$ cat config.mk
export PLATFORM = sky130hd
export DESIGN_NAME = fetch_queue_unit
export DESIGN_NICKNAME = d
export VERILOG_FILES = /design/src/rtl/fetch_queue_unit.sv
export SDC_FILE = /design/constraint.sdc
export NUM_CORES = 1
export LEC_CHECK = 0
export ABC_CLOCK_PERIOD_IN_PS = 6600
export CAP_MARGIN = 10
export CORE_MARGIN = 8
export CORE_UTILIZATION = 53
export CTS_BUF_LIST = sky130_fd_sc_hd__clkbuf_8
export DETAILED_ROUTE_END_ITERATION = 10
export MAX_ROUTING_LAYER = met4
export PLACE_DENSITY_LB_ADDON = 0.12
export SYNTH_ARGS = -nofsm -noshare
export SYNTH_HDL_FRONTEND = slang
export SYNTH_SLANG_ARGS = --single-unit
$ cat constraint.sdc
create_clock -name clk -period 6.6 [get_ports clk]
set_input_delay 1.32 -clock clk [delete_from_list [all_inputs] [get_ports clk]]
set_output_delay 1.32 -clock clk [all_outputs]
set_load 0.01 [all_outputs]
$ cat src/rtl/fetch_queue_unit.sv
// fetch_queue_unit: decoupled instruction prefetch front end.
// Issues sequential word fetches to a variable-latency instruction memory,
// buffers returned words with their PCs in a small FIFO and hands them to
// decode through a valid/stall handshake. Branch redirects flush the FIFO
// and discard responses still in flight for the old stream.
//
// Ports:
//   clk, reset                 clock, synchronous active-high reset
//   redirect, redirectTarget   taken branch from EX and its target PC
//   decodeStall                decode cannot accept the head entry
//   imemRequest, imemAddress   fetch request and word-aligned address
//   imemReady                  memory accepts the request this cycle
//   imemResponseValid/Data     in-order returned instruction word
//   idValid, idInstruction,
//   idProgramCounter           head-of-queue entry presented to decode
//   queueCount                 occupied queue entries
module fetch_queue_unit #(
    parameter int unsigned     XLEN            = 32,
    parameter int unsigned     QUEUE_DEPTH     = 4,
    parameter int unsigned     MAX_OUTSTANDING = 2,
    parameter logic [XLEN-1:0] RESET_PC        = '0
) (
    input  logic                             clk,
    input  logic                             reset,
    input  logic                             redirect,
    input  logic [XLEN-1:0]                  redirectTarget,
    input  logic                             decodeStall,
    output logic                             imemRequest,
    output logic [XLEN-1:0]                  imemAddress,
    input  logic                             imemReady,
    input  logic                             imemResponseValid,
    input  logic [31:0]                      imemResponseData,
    output logic                             idValid,
    output logic [31:0]                      idInstruction,
    output logic [XLEN-1:0]                  idProgramCounter,
    output logic [$clog2(QUEUE_DEPTH+1)-1:0] queueCount
);

    localparam int unsigned PTR_W = $clog2(QUEUE_DEPTH);
    localparam int unsigned CNT_W = $clog2(QUEUE_DEPTH + 1);
    localparam int unsigned OUT_W = $clog2(MAX_OUTSTANDING + 1);

    logic [XLEN-1:0]  fetchPc;
    logic [XLEN-1:0]  responsePc;
    logic [31:0]      instrMem [QUEUE_DEPTH];
    logic [XLEN-1:0]  pcMem    [QUEUE_DEPTH];
    logic [PTR_W-1:0] readPtr;
    logic [PTR_W-1:0] writePtr;
    logic [CNT_W-1:0] count;
    logic [OUT_W-1:0] outstanding;
    logic [OUT_W-1:0] discard;

    logic             accept;
    logic             pushEn;
    logic             popEn;
    logic             dropEn;
    logic [OUT_W-1:0] redirectDiscard;
    logic [XLEN-1:0]  alignedTarget;
    logic             unusedTargetBits;

    assign unusedTargetBits = ^redirectTarget[1:0];
    assign alignedTarget    = {redirectTarget[XLEN-1:2], 2'b00};

    // Issue/accept/push/pop decisions; queue slots are reserved at issue time
    always_comb begin
        imemRequest      = 1'b0;
        accept           = 1'b0;
        pushEn           = 1'b0;
        popEn            = 1'b0;
        dropEn           = 1'b0;
        redirectDiscard  = '0;

        idValid          = (count != '0);
        idInstruction    = instrMem[readPtr];
        idProgramCounter = pcMem[readPtr];
        queueCount       = count;
        imemAddress      = fetchPc;

        imemRequest = !reset && !redirect
                   && ((32'(count) + 32'(outstanding)) < QUEUE_DEPTH)
                   && ((32'(outstanding) + 32'(discard)) < MAX_OUTSTANDING);
        accept      = imemRequest && imemReady;
        dropEn      = imemResponseValid && (discard != '0);
        pushEn      = imemResponseValid && (discard == '0) && !redirect;
        popEn       = idValid && !decodeStall && !redirect;

        // Everything still in flight becomes stale; a response landing in the
        // redirect cycle is the oldest of those and retires one of them.
        if (imemResponseValid && ((32'(discard) + 32'(outstanding)) != 0)) begin
            redirectDiscard = OUT_W'(32'(discard) + 32'(outstanding) - 32'd1);
        end else begin
            redirectDiscard = OUT_W'(32'(discard) + 32'(outstanding));
        end
    end

    // Fetch PCs, counters and FIFO storage
    always_ff @(posedge clk) begin
        if (reset) begin
            fetchPc     <= RESET_PC;
            responsePc  <= RESET_PC;
            readPtr     <= '0;
            writePtr    <= '0;
            count       <= '0;
            outstanding <= '0;
            discard     <= '0;
            for (int i = 0; i < int'(QUEUE_DEPTH); i++) begin
                instrMem[i] <= '0;
                pcMem[i]    <= '0;
            end
        end else if (redirect) begin
            fetchPc     <= alignedTarget;
            responsePc  <= alignedTarget;
            readPtr     <= '0;
            writePtr    <= '0;
            count       <= '0;
            outstanding <= '0;
            discard     <= redirectDiscard;
        end else begin
            if (accept) begin
                fetchPc <= fetchPc + XLEN'(4);
            end
            if (pushEn) begin
                instrMem[writePtr] <= imemResponseData;
                pcMem[writePtr]    <= responsePc;
                writePtr           <= writePtr + PTR_W'(1);
                responsePc         <= responsePc + XLEN'(4);
            end
            if (popEn) begin
                readPtr <= readPtr + PTR_W'(1);
            end
            count       <= count + CNT_W'(pushEn) - CNT_W'(popEn);
            outstanding <= outstanding + OUT_W'(accept) - OUT_W'(pushEn);
            discard     <= discard - OUT_W'(dropEn);
        end
    end

endmodule

==> summary.txt <==
Status
  – Status: completed

Setup path
  – Critical path launch point type: primary input
  – WS Path Type: in -> out
  – CP max FO: 29
  – Setup crit end kind: output port
  – Req. time, crit path: 5280 ps
  – CP arrival: 3390 ps

Route
  – Initial DRC count: 576
  – Vias/cell: 5.60
  – Vias: 9057
  – Routed Antenna Nets: 0
  – Final WL: 33300 µm
  – Routed len/inst: 20.6 µm
  – DRC viols: 0
  – DRT Pass-1 Iters: 5

Final layout
  – Ant diodes: 0
  – Non-Filler Instances: 1617
  – Share of layout cells above drive strength 1: 12.5%
  – Fillers: 2106
  – Area Overhead vs Synth: 19.5%
  – NumNets Final: 1317

STA
  – Hold Vio Cnt, Final: 0
  – Clock Skews: 29.1 ps
  – Max Freq: 212 MHz
  – Setup TNS Final: 0 ps
  – Slew Viols, Final: 0
  – Final period util: 71.4%
  – Final Setup Violations: 0
  – RSZ-0062 raised after global routing: false
  – Worst-Margin Slew: 1130 ps
  – Slew headroom: 24.4%
  – Crit path time final: 4710 ps

Synthesis
  – Sequential-to-total area share from yosys stat: 60.8%
  – Mapped Cells: 1080
  – Top-count cell post-synth: edfxtp_1
  – Synthesized area per cell: 13.6 µm²
  – YS warnings: 0
  – Post-synth top area share: 50.8%
  – Asr flop ratio synth: 0%
  – Area leader, netlist: edfxtp_1
  – Most frequent cells after synthesis: edfxtp_1 (248), and2_1 (192), and3_1 (73), dfxtp_1 (73), mux4_2 (62)
  – Distinct cells, synth: 51
  – Post-synthesis register bit count: 321
  – Cell Area, Synth: 14700 µm²
  – Top post-synthesis cells by area: edfxtp_1 (51%), dfxtp_1 (10%), mux4_2 (9.5%)
  – EDFF count, synth: 248
  – Top_reg_cell synth: edfxtp_1

Die
  – Die area: 33200 µm²
  – Die Y: 182 µm
  – Std-Cell Rows: 61
  – IO Pins: 171
  – Core area: 27500 µm²
  – Die extent in x: 182 µm
  – Starting Density: 53.3%

Clocking
  – CTS Buffer Depth: 3
  – H-tree depth: 2
  – Clk root buf: clkbuf_8
  – TritonCTS Buffers: 53
  – Clock latency on the worst-skew pair: 560 ps
  – Post_cts resized: 0
  – CTS sink count: 321
  – Reg clk slew, reported paths: 60 ps
  – Post-CTS Setup Bufs: 0
  – Hold buffer count at CTS: 0
  – CTS tree: yes

Place
  – HPWL reported at the end of detailed placement: 19400 µm
  – # port buffers: 164
  – GP Congestion: 0.880
  – DP Cell Count: 1526

GRT
  – First-pass GRT wire length: 52300 µm
  – All-Layer GR Usage: 20.6%
  – Largest net degree at the start of global routing: 73
  – Number of global-route vias before repair: 9614
  – Initial antenna violation count: 0
  – Grt ovf: 0

Hold path
  – HP Class: reg -> reg

Pwr
  – PD cells: 249 nW/µm²
  – VDD IR max: 0.000156 V
  – Static leakage: 6.53 nW

Job
  – Max cap viols: 0
==> layout make-up <==
type / instances / area, µm² / share of cell area [%]
Clock buffer: 59 / 812 / 4.64
Clock inverter: 32 / 154 / 0.879
Inverter: 34 / 128 / 0.729
Multi-Input combinational cell: 649 / 5340 / 30.5
Sequential cell: 321 / 8910 / 50.9
Tap cell: 346 / 433 / 2.47
Timing Repair Buffer: 176 / 1730 / 9.89
==> per-stage QoR <==
stage / hold WS [ps] / total power [mW] / instance area, µm² / setup slack, ps / util, %
5_1_grt: 558 / 4.54 / 17500 / 1750 / 63.7
4_1_cts: 522 / 4.41 / 17500 / 1900 / 63.7
2_1_floorplan: 485 / 2.60 / 14700 / 1110 / -
6_report: 523 / 4.37 / 17500 / 1890 / 63.7
3_5_place_dp: 508 / 2.82 / 16500 / 1910 / 60.2
3_3_place_gp: 499 / 2.81 / 16500 / 1910 / 60.2
==> final timing paths <==
kind | startpoint | to | slack, ps | depth (start not counted)
hold / removal | imemAddress[3]$_SDFFE_PP0P_ | imemAddress[3]$_SDFFE_PP0P_ | 520 | 2
setup reg to reg | discard[0]$_SDFF_PP0_ | outstanding[1]$_SDFF_PP0_ | 3320 | 12
setup / recovery | reset | imemRequest | 1890 | 5
hold reg to reg | imemAddress[3]$_SDFFE_PP0P_ | imemAddress[3]$_SDFFE_PP0P_ | 520 | 2
==> routing by layer <==
metal  vias to the layer above  routed length, µm  global-route usage, %
li1                       4274                  -                      -
met1                      4443              14600                   25.8
met2                       296              16400                   34.1
met3                        44               1750                   3.46
met4                         0                592                   6.43
met5                         -                  0                      -
==> where the power goes <==
group | internal (mW) | leakage (nW) | switching (mW)
registers | 2.28 | 3.17 | 0.0684
clock network | 0.849 | 0.564 | 0.749
logic | 0.205 | 2.80 | 0.217
total | 3.33 | 6.53 | 1.03
==> sequential cells by signal, summed over array words and instances (netlist names), named ones only <==
signal,count
readPtr,2
discard,2
responsePc,30
queueCount,3
writePtr,2
pcMem,120
instrMem,128
imemAddress,30
outstanding,2
==> worst max-delay path, stage by stage <==
cell,delay (ps)
clkdlybuf4s50_1,390
buf_4,250
nor2_4,580
and3_1,290
clkdlybuf4s50_1,550
==> placed cells by master, fill, tap and decap left out, types with 43 or more instances in the layout <==
master,synthesis,layout
edfxtp_1,248,248
xor2_1,43,43
and3_1,73,72
a21boi_0,43,43
clkdlybuf4s50_1,0,164
mux4_2,62,62
and2_1,192,192
clkbuf_8,0,59
inv_1,34,53
dfxtp_1,73,71
==> kinds of logic (layout without fill, tap and decap cells) <==
| kind of cell | count (synthesis) | in the layout | synth area share, % |
|---|---|---|---|
| and+or+nand+nor | 404 | 404 | 16.7 |
| muxes | 63 | 63 | 9.60 |
| adders and majority gates | 12 | 12 | 1.13 |
| other | 1 | 4 | 0.0256 |
| xor gates and xnor gates | 61 | 61 | 3.65 |
| AOI/OAI and AO/OA | 105 | 105 | 4.91 |
| buffers and inverters | 113 | 301 | 3.19 |
| DFF | 321 | 321 | 60.8 |
No activity file was read; power rests on OpenSTA's default activity.
